`config.mk`:
```
export PLATFORM = sky130hd
export DESIGN_NAME = instr_fetch
export DESIGN_NICKNAME = d
export VERILOG_FILES = /design/src/rtl/fetch_pkg.sv /design/src/rtl/fetch_buffer.sv /design/src/rtl/instr_fetch.sv
export SDC_FILE = /design/constraint.sdc
export NUM_CORES = 1
export LEC_CHECK = 0
export CAP_MARGIN = 40
export CELL_PAD_IN_SITES_DETAIL_PLACEMENT = 0
export CELL_PAD_IN_SITES_GLOBAL_PLACEMENT = 2
export CORE_MARGIN = 3
export CORE_UTILIZATION = 40
export CTS_CLUSTER_DIAMETER = 40
export DETAILED_ROUTE_END_ITERATION = 6
export GPL_TIMING_DRIVEN = 0
export PLACE_DENSITY_LB_ADDON = 0.3
export RECOVER_POWER = 25
export SKIP_CTS_REPAIR_TIMING = 1
export SLEW_MARGIN = 20
export SYNTH_ARGS = -nofsm -noshare
export SYNTH_HDL_FRONTEND = slang
export SYNTH_HIERARCHICAL = 1
export SYNTH_SLANG_ARGS = --single-unit
```
`constraint.sdc`:
```
create_clock -name clk -period 2.95 [get_ports clk]
set_input_delay 0.295 -clock clk [delete_from_list [all_inputs] [get_ports clk]]
set_output_delay 0.295 -clock clk [all_outputs]
set_load 0.02 [all_outputs]
```
`src/rtl/fetch_pkg.sv`:
```
`default_nettype none
// ============================================================================
// fetch_pkg : shared widths, PC step and FIFO entry type for the fetch unit
// Rev 1.0
// ============================================================================
package fetch_pkg;

  localparam int XLEN    = 32;
  localparam int INSTR_W = 32;

  localparam logic [XLEN-1:0] c_pc_inc = 32'd4;

  typedef struct packed {
    logic [INSTR_W-1:0] instr;
    logic [XLEN-1:0]    pc;
  } fetch_entry_t;

endpackage
`default_nettype wire

```
`src/rtl/fetch_buffer.sv`:
```
`default_nettype none
// ============================================================================
// fetch_buffer : DEPTH-entry FIFO of {instr, pc} with synchronous flush
// Rev 1.0
// ============================================================================
module fetch_buffer
  import fetch_pkg::*;
#(
  parameter int DEPTH = 4
) (
  input  logic                     clk,
  input  logic                     rst,
  input  logic                     flush,
  input  logic                     push,
  input  fetch_entry_t             push_data,
  input  logic                     pop,
  output fetch_entry_t             head,
  output logic                     empty,
  output logic [$clog2(DEPTH):0]   count
);

  localparam int AW = $clog2(DEPTH);

  fetch_entry_t     r_mem [DEPTH];
  logic [AW-1:0]    r_wr;
  logic [AW-1:0]    r_rd;
  logic [AW:0]      r_count;

  logic             w_pop;
  logic             w_push;

  // Pop is ignored when empty; push at full is legal only alongside a pop.
  assign w_pop  = pop && (r_count != '0);
  assign w_push = push && ((r_count != (AW+1)'(DEPTH)) || w_pop);

  always_ff @(posedge clk) begin
    if (rst || flush) begin
      r_wr    <= '0;
      r_rd    <= '0;
      r_count <= '0;
    end else begin
      if (w_push) r_wr <= r_wr + AW'(1);
      if (w_pop)  r_rd <= r_rd + AW'(1);
      r_count <= r_count + (AW+1)'(w_push) - (AW+1)'(w_pop);
    end
  end

  always_ff @(posedge clk) begin
    if (w_push) r_mem[r_wr] <= push_data;
  end

  assign head  = r_mem[r_rd];
  assign empty = (r_count == '0);
  assign count = r_count;

endmodule
`default_nettype wire

```
`src/rtl/instr_fetch.sv`:
```
`default_nettype none
// ============================================================================
// instr_fetch : credit-based instruction fetch with redirect and FIFO buffer
// Rev 1.0
// ============================================================================
module instr_fetch
  import fetch_pkg::*;
#(
  parameter logic [XLEN-1:0] RESET_PC = 32'h0000_0000,
  parameter int              DEPTH    = 4
) (
  input  logic                clk,
  input  logic                rst,
  output logic                imem_req,
  output logic [XLEN-1:0]     imem_addr,
  input  logic [INSTR_W-1:0]  imem_rdata,
  input  logic                redirect,
  input  logic [XLEN-1:0]     redirect_pc,
  output logic                if_valid,
  input  logic                if_ready,
  output logic [INSTR_W-1:0]  if_instr,
  output logic [XLEN-1:0]     if_pc
);

  localparam int CW = $clog2(DEPTH) + 1;

  logic [XLEN-1:0]  r_pc;
  logic             r_inflight;
  logic [XLEN-1:0]  r_inflight_pc;

  logic             w_req;
  logic             w_push;
  logic             w_pop;
  logic             w_empty;
  logic [CW-1:0]    w_count;
  logic [CW:0]      w_used;
  fetch_entry_t     w_push_data;
  fetch_entry_t     w_head;
  logic             w_unused_lsbs;

  // Credits count buffered plus in-flight words, so a response always has a slot.
  assign w_used   = {1'b0, w_count} + (CW+1)'(r_inflight);
  assign w_req    = !rst && !redirect && (w_used < (CW+1)'(DEPTH));
  assign w_push   = r_inflight && !redirect;
  assign w_pop    = if_valid && if_ready;

  assign w_push_data.instr = imem_rdata;
  assign w_push_data.pc    = r_inflight_pc;

  assign w_unused_lsbs = ^redirect_pc[1:0];

  always_ff @(posedge clk) begin
    if (rst) begin
      r_pc          <= RESET_PC;
      r_inflight    <= 1'b0;
      r_inflight_pc <= '0;
    end else if (redirect) begin
      r_pc       <= {redirect_pc[XLEN-1:2], 2'b00};
      r_inflight <= 1'b0;
    end else begin
      r_inflight <= w_req;
      if (w_req) begin
        r_pc          <= r_pc + c_pc_inc;
        r_inflight_pc <= r_pc;
      end
    end
  end

  fetch_buffer #(
    .DEPTH (DEPTH)
  ) u_buf (
    .clk       (clk),
    .rst       (rst),
    .flush     (redirect),
    .push      (w_push),
    .push_data (w_push_data),
    .pop       (w_pop),
    .head      (w_head),
    .empty     (w_empty),
    .count     (w_count)
  );

  assign imem_req  = w_req;
  assign imem_addr = r_pc;
  assign if_valid  = !w_empty && !rst;
  assign if_instr  = w_head.instr;
  assign if_pc     = w_head.pc;

endmodule
`default_nettype wire

```
### Word-level counts from Yosys, hierarchy flattened

Memories as Yosys holds them, arrays and structs flattened. A register that Yosys moved wholly into a read port is not among the register bits.
Index checks and enable logic that the tools add are counted.

| operators by class | value |
|---|---|
| reduce and logical (&&, ||, !) cells | 17 |
| add/subtract/negate cells | 6 |
| bitwise operators | 1 |
| magnitude comparators | 1 |
| equal/unequal tests | 1 |
| multiplexer cells | 6 |

Operator list:

| cell | number |
|---|---|
| 2-to-1 mux 32 bit | 2 |
| adder 32 x 3 -> 32 bit, second input constant | 1 |
| logical AND 1 bit | 7 |
| adder 2 x 1 -> 2 bit, second input constant | 2 |
| adder 3 x 1 -> 4 bit | 1 |
| < comparator 4 x 3 -> 1 bit, second input constant | 1 |
| 2-to-1 mux 2 bit | 2 |
| adder 3 x 1 -> 3 bit | 1 |
| zero test 1 bit | 3 |
| zero test 3 bit | 1 |
| != test 3 bit, second input constant | 1 |
| nonzero test 3 bit | 1 |
| subtractor 3 x 1 -> 3 bit | 1 |
| logical OR 1 bit | 2 |
| 2-to-1 mux 1 bit | 2 |
| AND reduction 2 bit | 1 |
| nonzero test 2 bit | 1 |
| OR reduction 2 bit | 1 |
| inverter 1 bit | 1 |

| word-level totals | value |
|---|---|
| logic and storage cells | 40 |
| memories | 1 |
| output and inout bits | 98 |
| input bits | 68 |
| RAM bits | 256 |
| bits in registers | 72 |

Memories:

| memory | words | bits a word | rd ports | clocked after Yosys merged registers in | wr ports | RTL line | RTL |
|---|---|---|---|---|---|---|---|
| u_buf.r_mem | 4 | 64 | 1 | 1 | 1 | fetch_buffer.sv:24 | `fetch_entry_t r_mem [DEPTH];` |

### Longest topological paths before layout

Gate-level depths: netlist of run 1.

| logic depth | value |
|---|---|
| depth in word-level cells | 9 |
| mapped depth | 12 |
| depth with buffers taken out | 12 |

### Modules after synthesis

Netlist of run 1, hierarchy kept.

By module, submodules not included:

| module | area an instance (um2) | times used | cells an instance |
|---|---|---|---|
| fetch_buffer | 9683.0 | 1 | 382 |
| instr_fetch | 2890.3 | 1 | 371 |

### Least setup slack after synthesis of run 1

Ideal clock, no wire load.

| timing path | value |
|---|---|
| path type | reg2reg |
| from | register u_buf.r_count[1], in the netlist u_buf/count[1] |
| to | register u_buf.r_count[2], in the netlist u_buf/count[2] |
| data required time | 2.835 ns |
| period minus slack after synthesis | 2.689 ns |
| arrival | 2.574 ns |
| path buffers | 0 |
| cell stages (with the launch flop) | 13 |
| path slack | 0.261 ns |
| cell sequence | dfxtp_1 > nor3_1 > nor2_1 > and2_1 > nor2b_1 > ha_1 > inv_1 > ha_1 > inv_1 > fa_1 > xnor2_1 > xnor2_1 > and2_1 |

| between the ends | value |
|---|---|
| cells in the longest elaborated chain, start to end | 9 |

RTL lines:

| what | RTL line | RTL |
|---|---|---|
| start, declared | fetch_buffer.sv:27 | `logic [AW:0] r_count;` |
| start signal, assigned | fetch_buffer.sv:44 | `r_count <= r_count + (AW+1)'(w_push) - (AW+1)'(w_pop);` |
| zero test 3 bit (*) | fetch_buffer.sv:53 | `assign empty = (r_count == '0);` |
| net w_empty | instr_fetch.sv:34 | `logic w_empty;` |
| zero test 1 bit (*) | instr_fetch.sv:85 | `assign if_valid = !w_empty && !rst;` |
| logical AND 1 bit (*) | instr_fetch.sv:85 |  |
| net if_valid | instr_fetch.sv:19 | `output logic if_valid,` |
| logical AND 1 bit (*) | instr_fetch.sv:45 | `assign w_pop = if_valid && if_ready;` |
| net w_pop | instr_fetch.sv:33 | `logic w_pop;` |
| logical AND 1 bit (*) | fetch_buffer.sv:33 | `assign w_pop = pop && (r_count != '0);` |
| net u_buf.w_pop | fetch_buffer.sv:29 | `logic w_pop;` |
| logical OR 1 bit | fetch_buffer.sv:34 | `assign w_push = push && ((r_count != (AW+1)'(DEPTH)) \|\| w_pop);` |
| logical AND 1 bit | fetch_buffer.sv:34 |  |
| adder 3 x 1 -> 3 bit | fetch_buffer.sv:44 |  |
| subtractor 3 x 1 -> 3 bit (*) | fetch_buffer.sv:44 |  |

Mark *: on every way through the listed nets, which the timed path passes. The rest lies on a longest branch.
A chain may end at the register's enable or synchronous reset.

==> flow_metrics.tcl, run 1 <==
set metrics [dict create \
    die-area_um2 33600 \
    layout_common_cells "edfxtp_1, clkdlybuf4s50_1, nand2_1" \
    cts_root_buf "clkbuf_16" \
    max_stage_delay_ps 610 \
    r2r_slack_ps 270 \
    result_of_the_run "completed" \
    clock_sinks 326 \
    clock_period_minus_final_worst_setup_slack_ps 2825 \
    crit_cells 4 \
    total_leakage_power_nw 5.542 \
    yosys.cell_types.count 48 \
    multi_input_comb_area_um2 3278 \
    gpl.final_weighted_congestion 0.7996 \
    worst_hold_path_type "input pin to flip-flop" \
    worst_ep_arrival_time_ps 2530 \
    coreArea_um2 30750 \
    critical_path_s_top_delay_family "buffers and inverters" \
    worst_skew_pair_later_pin_latency_ps 530 \
    via_count_of_the_first_global_routing_pass 7528 \
    layout.cells.most_common "edfxtp_1" \
    fp.dieH_um 183.3 \
    grt_antenna_before_repair 0 \
    num_antenna_cells 0 \
    tightest_slew_ps 810.1 \
    global_route.usage.total_pct 16.97 \
    timing.critical_path.from_type "flip-flop" \
    routed_wire_length_per_instance_um 20.16 \
    flops_latches_synth 326 \
    final_nets 1050 \
    p_total_mw 10.81 \
    postPlaceCellArea_um2 14820 \
    asyncSetResetFlopFracSynth_pct 0 \
    worstSetupEndpointType "output pin" \
    drt_pass1_iterations 4 \
    critical_path_peak_fanout 10 \
    boundaryPins 166 \
    initial_utilization_pct 40.89 \
    synth_ff_type "edfxtp_1" \
    detail_route.wirelength_um 28330 \
    timing.critical_path.required_ps 2650 \
    h_tree_depth 2 \
    antenna_violating_nets_remaining 0 \
    synth_top_cell_area_share_pct 61.14 \
    tritoncts_clock_tree "done" \
    avgSynthCellArea_um2 16.70 \
    synth_enable_flop_cells 256 \
    achievable-frequency_mhz 354.0 \
    timing.critical_path.slowest_stage_cell "clkdlybuf4s50_1" \
    path_clk_slew_ps 60 \
    remaining_routing_drc_violations 0 \
    synth.cell_area_um2 12570 \
    power.ir.vdd_worst_mv 0.3241 \
    final_worst_clock_skew_ps 22.85 \
    power.density_nw_per_um2 661.4 \
    via_count 7158 \
    synth_top_cell_by_area "edfxtp_1" \
    timing.rr.start "u_buf/count[1]" \
    timing_worst_setup_path_type "flip-flop to output pin" \
    largest_net_degree_at_the_start_of_global_routing 42 \
    timing.reg2reg.worst_path_depth 9 \
    slew_viol_final 0 \
    final.period_utilization_pct 95.76 \
    crit_path_cell_trace "buf_4, buf_4, mux4_2, clkdlybuf4s50_1" \
    route.detailed.vias_per_inst 5.095 \
    fin_area_um2 16350 \
    rsz0062_at_grt "no" \
    rows 64 \
    detailedRoute.firstIterationViolations 363 \
    yosysSeqAreaShare_pct 72.29 \
    setup_violations 0 \
    port_buffers 161 \
    netlist_instances 753 \
    crit_path_frequent_cell "buf_4" \
    cts.path.max_buffers 3 \
    yosysWarnings 6 \
    cts_buffers 44 \
    timing_hold_violations_final 0 \
    synth_top_cells_by_area "edfxtp_1, mux4_2, dfxtp_1" \
    grt_overflow_total 0 \
    endpoint "if_pc[12]" \
    max-slew-margin-rel_pct 45.70 \
    maxCapViolations 0 \
    die_w_um 183.3 \
    worstPathBufferInverterCount 3 \
    post_route_cells_drive_above_1_share_pct 18.43 \
    grt_pass1_wl_um 43970 \
    layout.area.seq_um2 9089 \
    area.growth.synth_to_final_pct 30.04 \
    dp.final_hpwl_um 18630 \
    fillerInstances 2567 \
    destination_of_the_worst_register_to_register_timing_path "u_buf/count[1]" \
]
cells by family (layout without fill, tap and decap cells):
kind of cell | Yosys count | after routing | share of synthesized area, %
AO/OA/AOI/OAI | 83 | 83 | 3.792
adder cells (fa/ha/maj) | 8 | 8 | 0.8558
other | 1 | 10 | 0.02983
AND/OR/NAND/NOR | 180 | 180 | 7.095
flip-flops | 326 | 326 | 72.29
multiplexers | 74 | 74 | 12.27
XOR/XNOR | 23 | 23 | 1.602
buffers and inverters | 58 | 305 | 2.070
cell type report:
class | instances | area share, %
sequential | 326 | 55.59
multi-input combinational | 378 | 20.05
timing repair buffer | 166 | 10.45
clock buffer | 49 | 7.293
tap | 396 | 3.030
clock inverter | 32 | 1.890
buffer | 39 | 1.232
inverter | 19 | 0.4668
where the power goes:
part	internal [mW]	switching (mW)
clock network	3.17	2.07
registers	5.01	0.0772
logic	0.233	0.250
total	8.41	2.40
registers in the layout (all words and copies together), names as in the netlist, named ones only:
register       cells
u_buf/r_mem      256
imem_addr         30
r_inflight_pc     30
u_buf/count        3
u_buf/r_rd         2
u_buf/r_wr         2
r_inflight         1
through the flow:
step                      setup WS [ps]  TNS (ps)  instances  util, %  hold slack (ps)
after floorplan                   261.2         0        762        -            366.1
after global placement            -1079   -269800       1319    47.85            479.4
after detailed placement         -548.3    -83450       1324    48.21            493.5
after CTS                        -163.9     -4521       1405    53.09            315.5
after global routing              5.308         0       1405    53.17            358.9
final                             124.9         0       1405    53.17            327.2
cells in the mapped netlist, types with 10 or more instances:
cell type,number
o21a_1,11
edfxtp_1,256
buf_2,10
nand2_1,79
xnor2_1,18
inv_1,18
mux4_2,64
nor2_1,22
clkbuf_1,14
a21oi_1,52
nand3_1,13
dfxtp_1,70
nand4_1,18
worst reg2reg max path, stage by stage, from the launching register on:
cell and delay (ps):
dfxtp_1 390, nor3_1 330, nor2_1 110, and2_1 210, or4b_4 540, and2_4 200
ha_1 180, inv_1 70, fa_1 400, nor3_1 180
metal layers:
metal | wire [um] | part of all wire, % | track usage [%] | vias up
li1 | - | - | - | 3359
met1 | 12870 | 45 | 23.34 | 3560
met2 | 13520 | 48 | 28.09 | 193
met3 | 1392 | 4.9 | 3.332 | 46
met4 | 544 | 1.9 | 4.266 | 0
met5 | 0 | 0 | 0 | -
how the worst min path moves through the flow:
stage	from	endpoint	slack, ps	cells after the start
after floorplan	rst	u_buf/count[1]	370	1
after CTS	redirect_pc[27]	imem_addr[27]	320	3
after detailed placement	u_buf/r_rd[0]	u_buf/r_rd[0]	490	2
after global placement	r_inflight_pc[13]	u_buf/r_mem[3][13]	480	0
final	redirect_pc[27]	imem_addr[27]	330	3
after global routing	redirect_pc[27]	imem_addr[27]	360	3
Power figures use the tool's default switching activity.
==> run 2, diff against run 1 <==
- SYNTH_HIERARCHICAL: 1 -> default
==> flow_metrics.tcl, run 2 <==
set metrics [dict create \
    result_of_the_run "completed" \
    final.setup.tns_ps 0 \
    worst_hold_path_type "input pin to flip-flop" \
    via_count 6895 \
    netlist_instances 726 \
    yosysWarnings 0 \
    synth_enable_flop_cells 248 \
    grt_pass1_wl_um 41740 \
    initial_utilization_pct 40.74 \
    grt_antenna_before_repair 0 \
    synth.cell_area_um2 12140 \
    achievable-frequency_mhz 350.7 \
    dp.final_hpwl_um 17840 \
    hold_start "redirect_pc[16]" \
    tightest_slew_ps 626.0 \
    port_buffers 158 \
    yosysSeqAreaShare_pct 72.90 \
    largest_register_ff_count 248 \
    min_to "imem_addr[16]" \
    setup_violations 0 \
    global_route.usage.total_pct 16.21 \
    final_worst_clock_skew_ps 18.16 \
    hold_path_stages 3 \
    via_count_of_the_first_global_routing_pass 7302 \
    clock_period_minus_final_worst_setup_slack_ps 2852 \
    max-slew-margin-rel_pct 57.99 \
    maxCapViolations 0 \
    power.density_nw_per_um2 670.4 \
    critical_path_peak_fanout 8 \
    power.ir.vdd_worst_mv 0.3653 \
    timing_hold_violations_final 0 \
    worst_skew_pair_later_pin_latency_ps 520 \
    remaining_routing_drc_violations 0 \
    timing.critical_path.required_ps 2650 \
    synth_top_cell_area_share_pct 61.35 \
    path_clk_slew_ps 60 \
    final.period_utilization_pct 96.66 \
    synth_top_cells_by_area "edfxtp_1, dfxtp_1, mux4_2" \
    largest-register "u_buf.r_mem" \
    fp.dieH_um 180.2 \
    rows 63 \
    layout_common_cells "edfxtp_1, clkdlybuf4s50_1, nand2_1" \
    drt_pass1_iterations 5 \
    die-area_um2 32470 \
    asyncSetResetFlopFracSynth_pct 0 \
    synth_top_cell_by_area "edfxtp_1" \
    p_total_mw 10.64 \
    timing.reg2reg.worst_path_depth 7 \
    post_route_cells_drive_above_1_share_pct 17.68 \
    worstSetupEndpointType "output pin" \
    r2r_slack_ps 370 \
    layout.cells.most_common "edfxtp_1" \
    cts.path.max_buffers 3 \
    slew_viol_final 0 \
    worst_ep_arrival_time_ps 2560 \
    h_tree_depth 2 \
    largest_net_degree_at_the_start_of_global_routing 41 \
    coreArea_um2 29800 \
    cts_buffers 42 \
    timing.rr.start "u_buf.count[1]" \
    detail_route.wirelength_um 26340 \
    avgSynthCellArea_um2 16.72 \
    die_w_um 180.2 \
    cts_root_buf "clkbuf_16" \
    destination_of_the_worst_register_to_register_timing_path "imem_addr[25]" \
    routed_wire_length_per_instance_um 19.33 \
    synth_commonest_cells "edfxtp_1, nand2_1, dfxtp_1" \
    detailedRoute.firstIterationViolations 467 \
    tritoncts_clock_tree "done" \
    yosys.cell_count.top_type "edfxtp_1" \
    flops_latches_synth 318 \
    yosys.cell_types.count 43 \
    timing_worst_setup_path_type "flip-flop to output pin" \
    grt_overflow_total 0 \
    final_nets 1015 \
    gpl.final_weighted_congestion 0.7922 \
    num_antenna_cells 0 \
    synth_ff_type "edfxtp_1" \
    antenna_violating_nets_remaining 0 \
    boundaryPins 166 \
    clock_sinks 318 \
    area.growth.synth_to_final_pct 30.81 \
    finalCoreUtilization_pct 53.29 \
    total_leakage_power_nw 5.112 \
    timing.critical_path.from_type "flip-flop" \
    route.detailed.vias_per_inst 5.059 \
]
[run 2: changes by cell type in the layout (fill, tap and decap cells not counted), moves of 8 or more]
cell	previous run	this run
nor2_1	22	37
nor4_1	2	11
o21a_1	11	1
clkbuf_1	12	29
mux2i_1	9	1
edfxtp_1	256	248
a211oi_1	0	16
inv_1	18	8
a21oi_1	52	37
[run 2: worst max path at each step]
| stage | from | endpoint | depth (start not counted) |
|---|---|---|---|
| floorplan | rst | u_buf.r_mem[1][10] | 4 |
| global placement | redirect | u_buf.r_mem[1][50] | 4 |
| detailed placement | u_buf.count[1] | imem_req | 7 |
| CTS | u_buf.count[1] | imem_req | 7 |
| global route | flip-flop | if_pc[21] | 4 |
| finish | flip-flop | if_pc[4] | 4 |
[run 2: layer usage]
metal	vias up	share of wire (%)	global-route usage, %
met2	237	46	25.92
met3	41	6.6	3.694
li1	3256	-	-
met1	3361	46	22.65
met4	0	1.8	4.391
met5	-	0	0
[run 2: worst max-delay path: stages (launching register included)]
cell	delay, ps
dfxtp_2	500
clkbuf_4	270
buf_6	160
mux4_2	550
clkdlybuf4s50_1	560
[run 2: kinds of logic after synthesis]
logic type | count (synthesis) | share of synthesized area, %
buffers and inverters | 53 | 1.783
XOR/XNOR | 26 | 1.876
AND/OR/NAND/NOR | 181 | 7.051
flip-flops | 318 | 72.90
adder cells (fa/ha/maj) | 8 | 0.8865
multiplexers | 63 | 11.59
AO/OA/AOI/OAI | 76 | 3.886
other | 1 | 0.03089
[run 2: cell type report]
cell class / instances / area [um^2]
Buffer: 40 / 192.7
Clock buffer: 54 / 1180
Inverter: 10 / 41.29
Sequential cell: 318 / 8850
Timing Repair Buffer: 169 / 1737
Multi-Input combinational cell: 358 / 3100
Tap cell: 390 / 488.0
Clock inverter: 24 / 289.0
Fill cell: 2478 / 13920
[run 2: stage by stage]
stage          worst slack, ps  instance area (um^2)  hold slack [ps]  instances
2_1_floorplan            347.7                 12150            393.9        729
3_3_place_gp             -1092                 14220            480.4       1277
3_5_place_dp            -257.8                 14370            492.3       1286
4_1_cts                 -850.3                 15840            340.1       1364
5_1_grt                 -4.864                 15880            391.8       1363
6_report                 98.50                 15880            359.7       1363
[run 2: report_power, final]
group	internal [mW]	switching (mW)
sequential	4.90	0.0848
clock	3.24	1.90
combinational	0.254	0.266
